File: src/rtl/saber_core_host_sequencer.sv
// saber_core_host_sequencer: turns a valid/ready request stream into ComputeCoreWrapper control words.
// Defining SEQ_TIMEOUT_EN bounds the instruction completion wait to TIMEOUT_CYCLES.
module saber_core_host_sequencer #(
    parameter int READ_LATENCY   = 2,
    parameter int TIMEOUT_CYCLES = 1048576
) (
    input  logic        clk,
    input  logic        rst_n,
    input  logic        req_valid,
    output logic        req_ready,
    input  logic [1:0]  req_op,
    input  logic [9:0]  req_addr,
    input  logic [63:0] req_data,
    input  logic [4:0]  req_ins,
    input  logic [9:0]  req_op1,
    input  logic [9:0]  req_op2,
    input  logic [9:0]  req_op3,
    input  logic [34:0] req_cfg,
    output logic        rsp_valid,
    input  logic        rsp_ready,
    output logic [63:0] rsp_data,
    output logic        rsp_err,
    output logic [31:0] control_low_word,
    output logic [31:0] control_high_word,
    output logic [31:0] dina_ext_low_word,
    output logic [31:0] dina_ext_high_word,
    input  logic [31:0] dout_ext_low_word,
    input  logic [31:0] dout_ext_high_word,
    input  logic [31:0] status,
    output logic        busy
);
    typedef enum logic [3:0] {
        IDLE, WRITE, RD_WAIT, RD_RSP, I_CLR, I_ISSUE, I_WAIT, I_ACK, I_RSP, CFG
    } state_t;

    localparam logic [1:0] OP_WRITE = 2'd0, OP_READ = 2'd1, OP_INSTR = 2'd2;

    state_t      state, state_d;
    logic [63:0] ctrl, ctrl_d, dina;
    logic [34:0] instr;
    logic [2:0]  cnt;
    logic        accept, done, timed_out;

    function automatic logic [63:0] word(input logic [9:0] addr, input logic wea,
                                         input logic [34:0] cmd, input logic we0, input logic we1);
        return {16'b0, we1, we0, cmd, wea, addr};
    endfunction

    assign req_ready = state == IDLE || state == WRITE;
    assign accept    = req_valid && req_ready;
    assign busy      = state != IDLE;
    assign rsp_valid = state == RD_RSP || state == I_RSP;
    assign {control_high_word, control_low_word}   = ctrl;
    assign {dina_ext_high_word, dina_ext_low_word} = dina;

`ifdef SEQ_TIMEOUT_EN
    localparam int TW = $clog2(TIMEOUT_CYCLES + 1);
    logic [TW-1:0] tcnt;
    logic          expired;
    assign expired = status == '0 && tcnt == TW'(TIMEOUT_CYCLES - 1);
    assign done    = status != '0 || expired;
    always_ff @(posedge clk or negedge rst_n) begin
        if (!rst_n) begin
            tcnt      <= '0;
            timed_out <= 1'b0;
            rsp_err   <= 1'b0;
        end else begin
            tcnt <= state == I_WAIT ? tcnt + 1'b1 : '0;
            if (state == I_WAIT) timed_out <= expired;
            if (state == I_ACK) rsp_err <= timed_out;
        end
    end
`else
    assign done      = status != '0;
    assign timed_out = 1'b0;
    assign rsp_err   = 1'b0;
`endif

    always_ff @(posedge clk or negedge rst_n) begin
        if (!rst_n) state <= IDLE;
        else state <= state_d;
    end

    always_comb begin
        state_d = state;
        case (state)
            IDLE, WRITE: state_d = !accept ? IDLE :
                                   req_op == OP_WRITE ? WRITE :
                                   req_op == OP_READ  ? RD_WAIT :
                                   req_op == OP_INSTR ? I_CLR : CFG;
            RD_WAIT:     state_d = cnt == 3'(READ_LATENCY) ? RD_RSP : RD_WAIT;
            RD_RSP:      state_d = rsp_ready ? IDLE : RD_RSP;
            I_CLR:       state_d = I_ISSUE;
            I_ISSUE:     state_d = I_WAIT;
            I_WAIT:      state_d = done ? I_ACK : I_WAIT;
            I_ACK:       state_d = I_RSP;
            I_RSP:       state_d = rsp_ready ? IDLE : I_RSP;
            default:     state_d = IDLE;
        endcase
    end

    // Control word for the cycle after the next clock edge; the read address is held through RD_WAIT.
    always_comb begin
        ctrl_d = '0;
        case (state_d)
            WRITE:        ctrl_d = word(req_addr, 1'b1, '0, 1'b0, 1'b0);
            RD_WAIT:      ctrl_d = state == RD_WAIT ? ctrl : word(req_addr, 1'b0, '0, 1'b0, 1'b0);
            I_CLR, I_ACK: ctrl_d = word('0, 1'b0, '0, 1'b1, 1'b0);
            I_ISSUE:      ctrl_d = word('0, 1'b0, instr, 1'b1, 1'b0);
            I_WAIT:       ctrl_d = word('0, 1'b0, instr, 1'b0, 1'b0);
            CFG:          ctrl_d = word('0, 1'b0, req_cfg, 1'b0, 1'b1);
            default:      ctrl_d = '0;
        endcase
    end

    always_ff @(posedge clk or negedge rst_n) begin
        if (!rst_n) begin
            ctrl     <= '0;
            dina     <= '0;
            instr    <= '0;
            cnt      <= '0;
            rsp_data <= '0;
        end else begin
            ctrl <= ctrl_d;
            cnt  <= state == RD_WAIT ? cnt + 1'b1 : '0;
            if (accept && req_op == OP_WRITE) dina <= req_data;
            if (accept && req_op == OP_INSTR) instr <= {req_op3, req_op2, req_op1, req_ins};
            if (state == RD_WAIT && cnt == 3'(READ_LATENCY))
                rsp_data <= {dout_ext_high_word, dout_ext_low_word};
            if (state == I_ACK) rsp_data <= {32'b0, timed_out ? 32'b0 : status};
        end
    end
endmodule

File: config.mk
export PLATFORM = sky130hd
export DESIGN_NAME = saber_core_host_sequencer
export DESIGN_NICKNAME = d
export VERILOG_FILES = /design/src/rtl/saber_core_host_sequencer.sv
export SDC_FILE = /design/constraint.sdc
export NUM_CORES = 1
export LEC_CHECK = 0
export CAP_MARGIN = 20
export CORE_AREA = 8 8 165 167
export DETAILED_ROUTE_END_ITERATION = 7
export DIE_AREA = 0 0 173 175
export GPL_TIMING_DRIVEN = 1
export PLACE_DENSITY = 0.85
export SLEW_MARGIN = 10
export SYNTH_ARGS = -nofsm -noshare
export SYNTH_HDL_FRONTEND = slang
export SYNTH_SLANG_ARGS = --single-unit
File: constraint.sdc
create_clock -name clk -period 2.7 [get_ports clk]
set_input_delay 0.54 -clock clk [delete_from_list [all_inputs] [get_ports clk]]
set_output_delay 0.54 -clock clk [all_outputs]
set_load 0.02 [all_outputs]
==> impl_metrics.py <==
metrics = {
    "floorplanning": {
        "io_pins": 442,
        "core-area_sq_um": 24700,
        "placementRows": 58,
        "die-height_um": 175,
        "fp.dieW_um": 173,
        "dieArea_sq_um": 30300,
        "initial_core_util": 0.377,
    },
    "setup_path": {
        "arrival_ps": 2000,
        "r2r_setup_slack_ps": 540,
        "crit_fanout": 10,
        "slowest_delay_ps": 480,
        "startpoint_type": "flop",
        "timing_worst_setup_path_type": "reg -> out",
        "cpMaxStageDelayCell": "dfrtp_1",
        "worstPathRequired_ps": 2160,
        "path_cells": "nand2b_1 > o22a_1 > nor2_1 > dlygate4sd2_1",
        "cp-startpoint": "state[0]",
        "worst_setup_path_end_kind": "primary output",
        "rr_startpoint": "state[3]",
    },
    "worst_hold_path": {
        "hp-class": "in -> async",
    },
    "timing": {
        "relSlewSlack": 0.554,
        "finalHoldViolations": 0,
        "rsz0062_at_grt": "no",
        "finalMaxSlewViolations": 0,
        "fmax_mhz": 394,
        "worst_pin_slew_ps": 670,
        "fin_crit_sh": 0.940,
        "whs_ps": 24.2,
        "fin_skew_ps": 8.39,
        "finalSetupViolCount": 0,
        "final.min_clock_period_ps": 2540,
        "fin_setup_tns_ps": 0,
    },
    "final_layout": {
        "drive_gt1_frac": 0.164,
        "nNetsFinal": 1482,
        "fin_cells": 1577,
        "area_growth_pct": 61.0,
        "num_antenna_cells": 0,
        "utilization": 0.606,
    },
    "grt": {
        "first_global_vias": 8702,
        "grt_max_degree": 82,
        "grt_overflow_total": 0,
        "antenna_found_initial": 0,
        "grt_pass1_wl_um": 51100,
        "grt.total_usage": 0.209,
    },
    "yosys": {
        "syn_area_per_cell_sq_um": 11.8,
        "synthArstFlopShare": 1.00,
        "syn_inst": 785,
        "syn-cell-area_sq_um": 9290,
        "synth_top_area_frac": 0.587,
        "synthFlopType": "dfrtp_1",
        "seq_area_frac_synth": 0.587,
        "yosysWarnings": 0,
        "yosys-top-cells-area": "dfrtp_1 59%, mux2_2 12%, and3_1 4.7%",
        "ys_types": 45,
        "ys_ff_latch": 218,
        "synth_most_common_cell": "dfrtp_1",
        "synth_edf_count": 0,
        "synth_common_cells": "218 x dfrtp_1, 99 x mux2_2, 90 x nand2_1",
        "synth_top_area_cell": "dfrtp_1",
    },
    "route": {
        "drt_pass1_iterations": 6,
        "wl_per_cell_um": 21.0,
        "met3_wirelength_um": 2870,
        "vias": 7990,
        "drt_iter0_drc": 560,
        "wl_met1_um": 12500,
        "drc_errors": 0,
        "ant_nets": 0,
        "viasPerCell": 5.07,
        "drt_wl_total_um": 33100,
        "route.met2.wl_um": 16900,
        "top_layer": "met4",
    },
    "clock_network": {
        "numCtsBuffers": 24,
        "h-tree-depth": 1,
        "cts.sinks": 218,
        "insertion_delay_ps": 510,
        "clk_pin_slew_worst_paths_ps": 60,
        "cts.path.max_buffers": 3,
        "cts_tree": "done",
        "clockRootBuffer": "clkbuf_16",
    },
    "placed_design": {
        "dp_hpwl_um": 24600,
        "dp.cells": 1533,
        "port_buffers": 424,
        "gp_congestion": 0.831,
    },
    "power": {
        "powerDensity_nw_per_um2": 1120,
        "ir_drop_uv": 798,
        "p_leak_uw": 0.00712,
    },
    "job": {
        "drv_cap": 0,
    },
    "status": {
        "status": "complete, no violations",
    },
}
## worst paths after layout
kind                       cells past startpoint            to
min reg2reg                                    1        cnt[0]
max in group asynchronous                      2      dina[18]
min in group clk                               1        cnt[0]
max                                            4     rsp_valid
max reg2reg                                    6  rsp_data[14]
min                                            1  rsp_data[19]
## report_power, final
group | total (uW) | switching (uW) | internal, uW
clock | 3400 | 1310 | 2090
combinational | 7850 | 4010 | 3840
sequential | 5480 | 817 | 4660
total | 16700 | 6130 | 10600
## flip-flops by register name, summed over array words and instances, names as in the netlist
signal    flops
cnt           3
ctrl         48
rsp_data     64
dina         64
instr        35
state         4
## logic make-up (layout without fill, tap and decap cells)
| logic type | Yosys count | count (layout) | share of synthesized area |
|---|---|---|---|
| AND/OR/NAND/NOR | 285 | 285 | 0.150 |
| flip-flops | 218 | 218 | 0.587 |
| multiplexers | 100 | 100 | 0.122 |
| AO/OA/AOI/OAI | 94 | 94 | 0.0826 |
| buffers and inverters | 79 | 525 | 0.0474 |
| adder cells (fa/ha/maj) | 7 | 7 | 0.00943 |
| other | 1 | 17 | 0.000404 |
| XOR/XNOR | 1 | 1 | 0.000943 |
## final cells by class
type / count / area (sq um)
multi-input combinational: 504 / 3480
clock inverter: 8 / 90.1
sequential: 218 / 5460
tap: 330 / 413
timing repair buffer: 474 / 4750
fill: 1935 / 9710
clock buffer: 36 / 747
inverter: 7 / 26.3
## placed cells by master, fill, tap and decap left out, drive strengths merged, types with 2 or more instances in the layout
cell / instances
bufinv: 2
nor2: 64
o22ai: 25
nand2b: 6
nor4: 8
and3: 70
dlygate4sd2: 3
a21oi: 3
clkinv: 6
conb: 17
a211o: 35
inv: 7
ha: 7
buf: 51
a31oi: 10
nand3b: 3
nand3: 35
nand4: 2
clkbuf: 36
mux2: 99
a22o: 11
dfrtp: 218
nand2: 90
nor3: 3
clkdlybuf4s50: 420
## through the flow
step	instance area, sq um	setup WS, ps	total power [uW]
after CTS	15000	122	16900
after global placement	14100	-206	13100
after floorplan	9350	510	9630
after detailed placement	14100	-224	13400
after global routing	15000	40.4	17600
final	15000	162	16700
## what timing repair did
action	4_1_cts	5_1_grt
endpoints found under the setup margin	3	0
resized for setup	4	0
hold buffers	0	0
setup buffers	0	0
## metal layers
layer / global-route usage / vias up
li1: - / 3623
met1: 0.239 / 3959
met2: 0.373 / 359
met3: 0.0663 / 49
met4: 0.0575 / 0
met5: 0 / -
## critical path, delay by kind of cell (launching register included)
kind | cells | cell delay (ps)
flip-flops | 1 | 480
AND/OR/NAND/NOR | 2 | 440
buffers and inverters | 1 | 380
AO/OA/AOI/OAI | 1 | 190
Power figures use the tool's default switching activity.
